[src/rtl/ws2812_strip.sv]
// WS2812 LED strip driver: NUM_LEDS x 24-bit pixel buffer serialised as GRB, MSB first.
// Define WS2812_BRIGHTNESS_EN to scale every channel by (brightness + 1) / 256 at pixel fetch.
module ws2812_strip #(
    parameter int unsigned NUM_LEDS    = 10,
    parameter int unsigned ADDR_W      = 8,
    parameter int unsigned T0H         = 20,
    parameter int unsigned T0L         = 42,
    parameter int unsigned T1H         = 40,
    parameter int unsigned T1L         = 22,
    parameter int unsigned RESET_TICKS = 3000
) (
    input  logic              clk,
    input  logic              rst_n,
    input  logic              wr_en,
    input  logic [ADDR_W-1:0] wr_addr,
    input  logic [23:0]       wr_data,
    input  logic [7:0]        brightness,
    input  logic              start,
    output logic              busy,
    output logic              done,
    output logic              dataline
);

    localparam int unsigned MAX_T01 = (T0H > T0L) ? T0H : T0L;
    localparam int unsigned MAX_T1  = (T1H > T1L) ? T1H : T1L;
    localparam int unsigned MAX_TB  = (MAX_T01 > MAX_T1) ? MAX_T01 : MAX_T1;
    localparam int unsigned MAX_T   = (MAX_TB > RESET_TICKS) ? MAX_TB : RESET_TICKS;
    localparam int unsigned CNT_W   = $clog2(MAX_T + 1);
    localparam int unsigned IDX_W   = (NUM_LEDS > 1) ? $clog2(NUM_LEDS) : 1;
    localparam logic [ADDR_W-1:0] LAST_IDX = ADDR_W'(NUM_LEDS - 1);

    typedef enum logic [2:0] {
        S_IDLE,
        S_LOAD,
        S_HIGH,
        S_LOW,
        S_LATCH
    } state_t;

    state_t              r_state;
    state_t              w_state_nx;
    logic                r_done;
    logic [CNT_W-1:0]    r_cnt;
    logic [23:0]         r_shift;
    logic [4:0]          r_bitcnt;
    logic [ADDR_W-1:0]   r_pixidx;
    logic [23:0]         r_pix [NUM_LEDS];

    logic                w_cnt_zero;
    logic                w_last_bit;
    logic [ADDR_W-1:0]   w_fetch_idx;
    logic [23:0]         w_fetch_rgb;
    logic [23:0]         w_fetch;

    function automatic logic [CNT_W-1:0] hi_time(input logic b);
        return b ? CNT_W'(T1H - 1) : CNT_W'(T0H - 1);
    endfunction

    function automatic logic [CNT_W-1:0] lo_time(input logic b);
        return b ? CNT_W'(T1L - 1) : CNT_W'(T0L - 1);
    endfunction

    assign w_cnt_zero  = (r_cnt == '0);
    assign w_last_bit  = (r_bitcnt == 5'd23) && (r_pixidx == LAST_IDX);
    assign w_fetch_idx = (r_state == S_LOAD) ? '0 : r_pixidx + ADDR_W'(1);

    // A write landing on the fetch edge is forwarded so it is the value transmitted.
    assign w_fetch_rgb = (wr_en && wr_addr == w_fetch_idx) ? wr_data
                                                           : r_pix[w_fetch_idx[IDX_W-1:0]];

`ifdef WS2812_BRIGHTNESS_EN
    function automatic logic [7:0] scale(input logic [7:0] c, input logic [7:0] br);
        return 8'((16'(c) * (16'(br) + 16'd1)) >> 8);
    endfunction

    assign w_fetch = {scale(w_fetch_rgb[15:8], brightness),
                      scale(w_fetch_rgb[23:16], brightness),
                      scale(w_fetch_rgb[7:0], brightness)};
`else
    logic w_unused;
    assign w_unused = ^brightness;
    assign w_fetch  = {w_fetch_rgb[15:8], w_fetch_rgb[23:16], w_fetch_rgb[7:0]};
`endif

    always_ff @(posedge clk or negedge rst_n) begin
        if (!rst_n) begin
            for (int unsigned i = 0; i < NUM_LEDS; i++) r_pix[i] <= '0;
        end else if (wr_en && wr_addr <= LAST_IDX) begin
            r_pix[wr_addr[IDX_W-1:0]] <= wr_data;
        end
    end

    always_ff @(posedge clk or negedge rst_n) begin
        if (!rst_n) begin
            r_state <= S_IDLE;
            r_done  <= 1'b0;
        end else begin
            r_state <= w_state_nx;
            r_done  <= (r_state == S_LATCH) && w_cnt_zero;
        end
    end

    always_comb begin
        w_state_nx = r_state;
        case (r_state)
            S_IDLE:  if (start && !r_done) w_state_nx = S_LOAD;
            S_LOAD:  w_state_nx = S_HIGH;
            S_HIGH:  if (w_cnt_zero) w_state_nx = S_LOW;
            S_LOW:   if (w_cnt_zero) w_state_nx = w_last_bit ? S_LATCH : S_HIGH;
            S_LATCH: if (w_cnt_zero) w_state_nx = S_IDLE;
            default: w_state_nx = S_IDLE;
        endcase
    end

    always_comb begin
        busy     = (r_state != S_IDLE);
        done     = r_done;
        dataline = (r_state == S_HIGH);
    end

    // Pixel k+1 is fetched on the closing edge of pixel k's last low phase.
    always_ff @(posedge clk or negedge rst_n) begin
        if (!rst_n) begin
            r_cnt    <= '0;
            r_shift  <= '0;
            r_bitcnt <= '0;
            r_pixidx <= '0;
        end else begin
            case (r_state)
                S_LOAD: begin
                    r_shift  <= w_fetch;
                    r_bitcnt <= '0;
                    r_pixidx <= '0;
                    r_cnt    <= hi_time(w_fetch[23]);
                end
                S_HIGH: begin
                    r_cnt <= w_cnt_zero ? lo_time(r_shift[23]) : r_cnt - CNT_W'(1);
                end
                S_LOW: begin
                    if (!w_cnt_zero) begin
                        r_cnt <= r_cnt - CNT_W'(1);
                    end else if (r_bitcnt == 5'd23) begin
                        if (r_pixidx == LAST_IDX) begin
                            r_cnt <= CNT_W'(RESET_TICKS - 1);
                        end else begin
                            r_pixidx <= w_fetch_idx;
                            r_bitcnt <= '0;
                            r_shift  <= w_fetch;
                            r_cnt    <= hi_time(w_fetch[23]);
                        end
                    end else begin
                        r_bitcnt <= r_bitcnt + 5'd1;
                        r_shift  <= {r_shift[22:0], 1'b0};
                        r_cnt    <= hi_time(r_shift[22]);
                    end
                end
                S_LATCH: begin
                    if (!w_cnt_zero) r_cnt <= r_cnt - CNT_W'(1);
                end
                default: ;
            endcase
        end
    end

endmodule

[config.mk]
export PLATFORM = sky130hd
export DESIGN_NAME = ws2812_strip
export DESIGN_NICKNAME = d
export VERILOG_FILES = /design/src/rtl/ws2812_strip.sv
export SDC_FILE = /design/constraint.sdc
export NUM_CORES = 1
export LEC_CHECK = 0
export ABC_CLOCK_PERIOD_IN_PS = 3700
export BUFFER_PORTS_ARGS = -buffer_cell sky130_fd_sc_hd__buf_2
export CAP_MARGIN = 25
export CORE_UTILIZATION = 65
export DETAILED_ROUTE_END_ITERATION = 8
export PLACE_DENSITY = 0.82
export SYNTH_ARGS = -nofsm -noshare
export SYNTH_HDL_FRONTEND = slang
export SYNTH_SLANG_ARGS = --single-unit
[constraint.sdc]
create_clock -name clk -period 3.7 [get_ports clk]
set_input_delay 0.185 -clock clk [delete_from_list [all_inputs] [get_ports clk]]
set_output_delay 0.185 -clock clk [all_outputs]
set_load 0.005 [all_outputs]
**Word-level counts from Yosys, hierarchy flattened**

Cells that the tools add are included.

- Flip-flop bits (word level): 293
- Bits of input ports: 44

- $add $sub $neg: 3
- Order comparisons: 4
- Equal/unequal tests: 15
- Mux-type cells: 35
- Bitwise gates (word level): 2
- Reduce and logical (&&, ||, !) cells: 16

Operators with widths:

| kind | number |
|---|---|
| bitwise mux 240 bit | 1 |
| 2-to-1 mux 24 bit | 7 |
| binary-select mux 24 bit (select 4 bit) | 1 |
| demux 24 bit (select 4 bit) | 1 |
| 2-to-1 mux 12 bit | 5 |
| one-hot mux 12 bit (4 select lines) | 1 |
| one-hot mux 24 bit (2 select lines) | 1 |
| 2-to-1 mux 8 bit | 4 |
| 2-to-1 mux 6 bit | 3 |
| one-hot mux 8 bit (2 select lines) | 1 |
| 2-to-1 mux 3 bit | 5 |
| 2-to-1 mux 5 bit | 3 |
| one-hot mux 3 bit (5 select lines) | 1 |
| logical NOT 12 bit | 1 |
| != test 2 bit, second input constant | 6 |
| subtractor 12 x 1 -> 12 bit, second input constant | 1 |
| greater-or-equal comparator 5 bit, second input constant | 2 |
| inverter 4 -> 5 bit | 2 |
| one-hot mux 5 bit (2 select lines) | 1 |
| adder 8 x 1 -> 8 bit, second input constant | 1 |
| equality test 8 x 4 -> 1 bit, second input constant | 1 |
| equality test 8 bit | 1 |
| less-or-equal comparator 8 x 4 -> 1 bit, second input constant | 1 |
| AND reduction 4 bit | 2 |
| other kinds (16) | 22 |

**Longest topological paths before layout**

- Depth after elaboration: 12
- Gate-level depth with buffers: 13
- Depth with buffers taken out: 9

**Worst setup path after synthesis**

No wires, ideal clock.

- Path type: flip-flop to flip-flop
- Start point: register r_pixidx[1]
- End point: register r_shift[14]
- Library setup time: 0.126 ns
- Arrival: 2.327 ns
- Setup slack: 1.247 ns
- Stages on the path, launching flop included: 13
- Buffers on the path: 3
- Period minus slack after synthesis: 2.453 ns
- Cells stage by stage: dfrtp_1 > buf_2 > inv_1 > ha_1 > clkbuf_1 > nor4bb_1 > a31oi_1 > o32a_1 > o32ai_1 > nand3_1 > clkbuf_1 > o21ai_0 > o21ai_1

- Cells in the longest elaborated chain, start to end: 11

Ends and longest elaborated chain:

| item | RTL line | RTL |
|---|---|---|
| start, declared | 46 | `logic [ADDR_W-1:0] r_pixidx;` |
| start signal, assigned | 146 | `r_pixidx <= w_fetch_idx;` |
| adder 8 x 1 -> 8 bit | 65 | `assign w_fetch_idx = (r_state == S_LOAD) ? '0 : r_pixidx + ADDR_W'(1);` |
| 2-to-1 mux 8 bit | 65 |  |
| inverter 4 -> 5 bit (not written as such) | 69 | `: r_pix[w_fetch_idx[IDX_W-1:0]];` |
| binary-select mux 24 bit (select 4 bit) | 69 |  |
| 2-to-1 mux 24 bit (not written as such) (2 in series) | 69 |  |
| 2-to-1 mux 24 bit | 68 | `assign w_fetch_rgb = (wr_en && wr_addr == w_fetch_idx) ? wr_data` |
| 2-to-1 mux 24 bit | 143 | `if (r_pixidx == LAST_IDX) begin` |
| 2-to-1 mux 24 bit | 142 | `end else if (r_bitcnt == 5'd23) begin` |
| 2-to-1 mux 24 bit | 140 | `if (!w_cnt_zero) begin` |
| one-hot mux 24 bit (2 select lines) | 129 | `case (r_state)` |
| end signal, assigned | 131 | `r_shift <= w_fetch;` |
| end signal, assigned | 148 | `r_shift <= w_fetch;` |
| end signal, assigned | 153 | `r_shift <= {r_shift[22:0], 1'b0};` |
| end, declared | 44 | `logic [23:0] r_shift;` |

Parallel ways exist; a longest one is shown, timed or not. The select of a mux whose other input is x is not followed.
A chain may end at the register's enable or synchronous reset.

**Worst setup path in the final report**

- Start point: register r_pixidx[1]
- End point: register r_shift[22]

The elaborated chain is that of the path after synthesis.

==> flow_metrics.py <==
metrics = {
    "outcome": {
        "status": "finished clean",
    },
    "run": {
        "drv_cap": 0,
    },
    "routing": {
        "wirelength_um": 36900,
        "vias_per_cell": 6.74,
        "first_pass_iters": 5,
        "via_count": 11000,
        "drcViolationCount": 0,
        "wl_per_cell_um": 22.7,
        "ant_nets": 0,
        "drt_iter0_markers": 825,
    },
    "sta": {
        "rsz0062_at_grt": "false",
        "max_freq_ghz": 0.324,
        "worst_slack_ns": 0.613,
        "skew_ns": 0.0106,
        "final-setup-viol-count": 0,
        "setup-tns-final_ns": 0,
        "worst_slew_pin_slew_ns": 1.05,
        "min_period_ns": 3.09,
        "hold_viol": 0,
        "period_share_pct": 83.4,
        "max-slew-margin-rel_pct": 30.3,
        "finalMaxSlewViolations": 0,
    },
    "logic_synthesis": {
        "synth.most_common_cell": "dfrtp_1",
        "yosys-mux-area-fraction_pct": 20.3,
        "synth_xor_area_share_pct": 0.541,
        "async_flop_share_pct": 100,
        "synth_top_family_by_area": "multiplexers",
        "synth_top_area_share_pct": 50.3,
        "synth-compound-area-share_pct": 12.9,
        "synthesis.nets": 1371,
        "synth.area.top_cells": "dfrtp_1, mux2_2, nand2_1, o21ai_0, clkbuf_1",
        "synth_ff_type": "dfrtp_1",
        "synth_edf_count": 0,
        "ys_ff_latch": 293,
        "synth_commonest_cells": "dfrtp_1, mux2_2, nand2_1",
        "synth_fa_ha_area_share_pct": 0.412,
        "synth_top_cell_by_area": "dfrtp_1",
        "yosys_warnings": 0,
        "ys_seq_area_share_pct": 50.3,
        "syn_avg_cell_area_sq_um": 11.0,
        "netlist_area_sq_um": 14600,
        "ys_types": 73,
        "synth_simple_gate_area_share_pct": 11.4,
        "syn_inst": 1323,
    },
    "power": {
        "p_seq_share_pct": 43.9,
        "ir_worst_vdd_v": 0.000410,
        "clkPwrFrac_pct": 34.6,
        "cellLeakagePower_uw": 0.00727,
        "pwr-share-comb_pct": 21.5,
        "p_per_area_nw_per_um2": 539,
        "switching_power_uw": 2650,
        "internal-power_uw": 5980,
        "swShare_pct": 30.7,
    },
    "global_route": {
        "antenna_found_initial": 0,
        "grt_max_degree": 136,
        "gr-total-overflow": 0,
        "grt_pass1_vias": 10800,
        "grt_pass1_wl_um": 57800,
        "grt_use_total_pct": 32.9,
    },
    "setup_path": {
        "r2r_slack_ns": 0.61,
        "start_kind": "register",
        "arrival_ns": 3.56,
        "r2r-end": "r_shift[22]$_DFFE_PN0P_",
        "slowest_delay_ns": 0.48,
        "crit_start": "r_pixidx[1]$_DFFE_PN0P_",
        "cp_top_family": "compound AO/OA/AOI/OAI gates",
        "reg2reg_depth": 10,
        "critPathSlowestCell": "dfrtp_1",
        "worstPathRequired_ns": 4.18,
        "end_kind": "register",
        "path_cells": "inv_1, ha_1, inv_1, nand2_1, nand2_1, buf_4, o22ai_1, a211oi_1, nor4_2, o21ai_1",
        "cp_max_fo": 33,
        "path_buf_inv": 3,
        "path_class": "register to register",
        "crit-reg2reg-launch": "r_pixidx[1]$_DFFE_PN0P_",
    },
    "placement": {
        "dp_slack_ns": 0.773,
        "port_buffers": 38,
        "hpwlAfterDp_um": 21100,
        "gp_congestion": 0.909,
        "placedCellCount": 1564,
    },
    "worst_hold_path": {
        "hold_class": "input port to register",
        "hold_end": "r_pix[194]$_DFFE_PN0P_",
        "whs_path_depth": 2,
        "worstHoldStart": "wr_data[2]",
    },
    "final_layout": {
        "layout.nets": 1368,
        "instances_no_fill": 1625,
        "area_growth_pct": 9.99,
        "drive_above_1_share_pct": 29.8,
    },
    "clocking": {
        "cts_inserted_buffers": 30,
        "cts_tree": "done",
        "htreeDepth": 1,
        "cts_root_buf": "clkbuf_16",
        "clk_latency_ns": 0.56,
        "cts_sinks": 293,
        "cts_setup_buffers": 0,
        "clock_path_buffers": 3,
        "clk_pin_slew_ns": 0.06,
    },
    "floorplan": {
        "die_w_um": 152,
        "dieHeight_um": 152,
        "io_pins": 47,
        "start_util_pct": 66.5,
        "rows": 54,
        "coreArea_sq_um": 21900,
        "die_area_sq_um": 23000,
    },
}
registers in the layout (all words and copies together), names as in the netlist:
register / cells
r_pix: 240
r_state: 3
r_shift: 24
done: 1
r_cnt: 12
r_pixidx: 8
r_bitcnt: 5
cells by family after synthesis:
logic type | count (synthesis)
compound gates | 300
simple gates | 317
xor+xnor | 9
mux | 265
flops | 293
buf+inv | 134
fa+ha+maj | 5
placed cells by master (no fill, tap or decap), types with 19 or more instances in the layout:
master,instances
a211oi_1,39
a21oi_1,62
a311oi_1,24
and3_1,25
buf_2,37
buf_4,40
clkbuf_16,31
dfrtp_1,293
mux2_2,235
mux2i_1,29
nand2_1,142
nor2_1,35
nor4_2,19
o21ai_0,68
o21ai_1,21
o22ai_1,36
worst max-delay path by stage:
stage / depth (start not counted) / to / slack (ns)
after floorplan: 12 / r_shift[14]$_DFFE_PN0P_ / 1.25
after global placement: 10 / r_shift[22]$_DFFE_PN0P_ / 0.82
after detailed placement: 10 / r_shift[22]$_DFFE_PN0P_ / 0.77
after CTS: 10 / r_shift[22]$_DFFE_PN0P_ / 0.72
after global routing: 10 / r_shift[0]$_DFFE_PN0P_ / 0.49
final: 10 / r_shift[22]$_DFFE_PN0P_ / 0.61
power by group through the flow:
stage	Clock, uW	Combinational [uW]	Sequential, uW
after floorplan	0	1300	3740
after global placement	0	1770	3810
after detailed placement	0	1820	3820
after CTS	3010	1840	3770
after global routing	3120	2030	3820
final	2980	1860	3790
layer usage:
layer  global-route usage, %  up-vias  wire (um)
li1                        -     4845          -
met1                    45.4     5539      15600
met2                    53.1      481      17600
met3                    4.55       90       2710
met4                    12.5        0        983
met5                       0        -          0
layout make-up:
class | count | area [sq um]
Clock buffer | 44 | 895
Fill cell | 1498 | 5870
Timing Repair Buffer | 86 | 621
Tap cell | 280 | 350
Sequential cell | 293 | 7330
Inverter | 13 | 48.8
Multi-Input combinational cell | 896 | 6680
Clock inverter | 11 | 85.1
Antenna cell | 2 | 5.00
timing repair:
action / in CTS / in global routing
hold buffers: 4 / 0
hold endpoints to repair: 142 / 0
gates resized for setup: 0 / 0
worst reg2reg max path, stage by stage (launching register included):
cell      delay (ns)
dfrtp_1         0.48
inv_1           0.08
ha_1            0.45
inv_1           0.14
nand2_1         0.31
nand2_1         0.18
buf_4           0.46
o22ai_1         0.16
a211oi_1        0.45
nor4_2          0.13
o21ai_1         0.17
through the flow:
stage | utilization, % | power [uW] | hold slack [ns] | cell area, sq um
final | 73.2 | 8630 | 0.0118 | 16000
after global routing | 73.1 | 8970 | 0.0254 | 16000
after CTS | 73.1 | 8620 | 0.000623 | 16000
after detailed placement | 68.5 | 5640 | 0.381 | 15000
after global placement | 68.5 | 5580 | 0.382 | 15000
after floorplan | - | 5030 | -0.111 | 14600
Power figures use the tool's default switching activity.
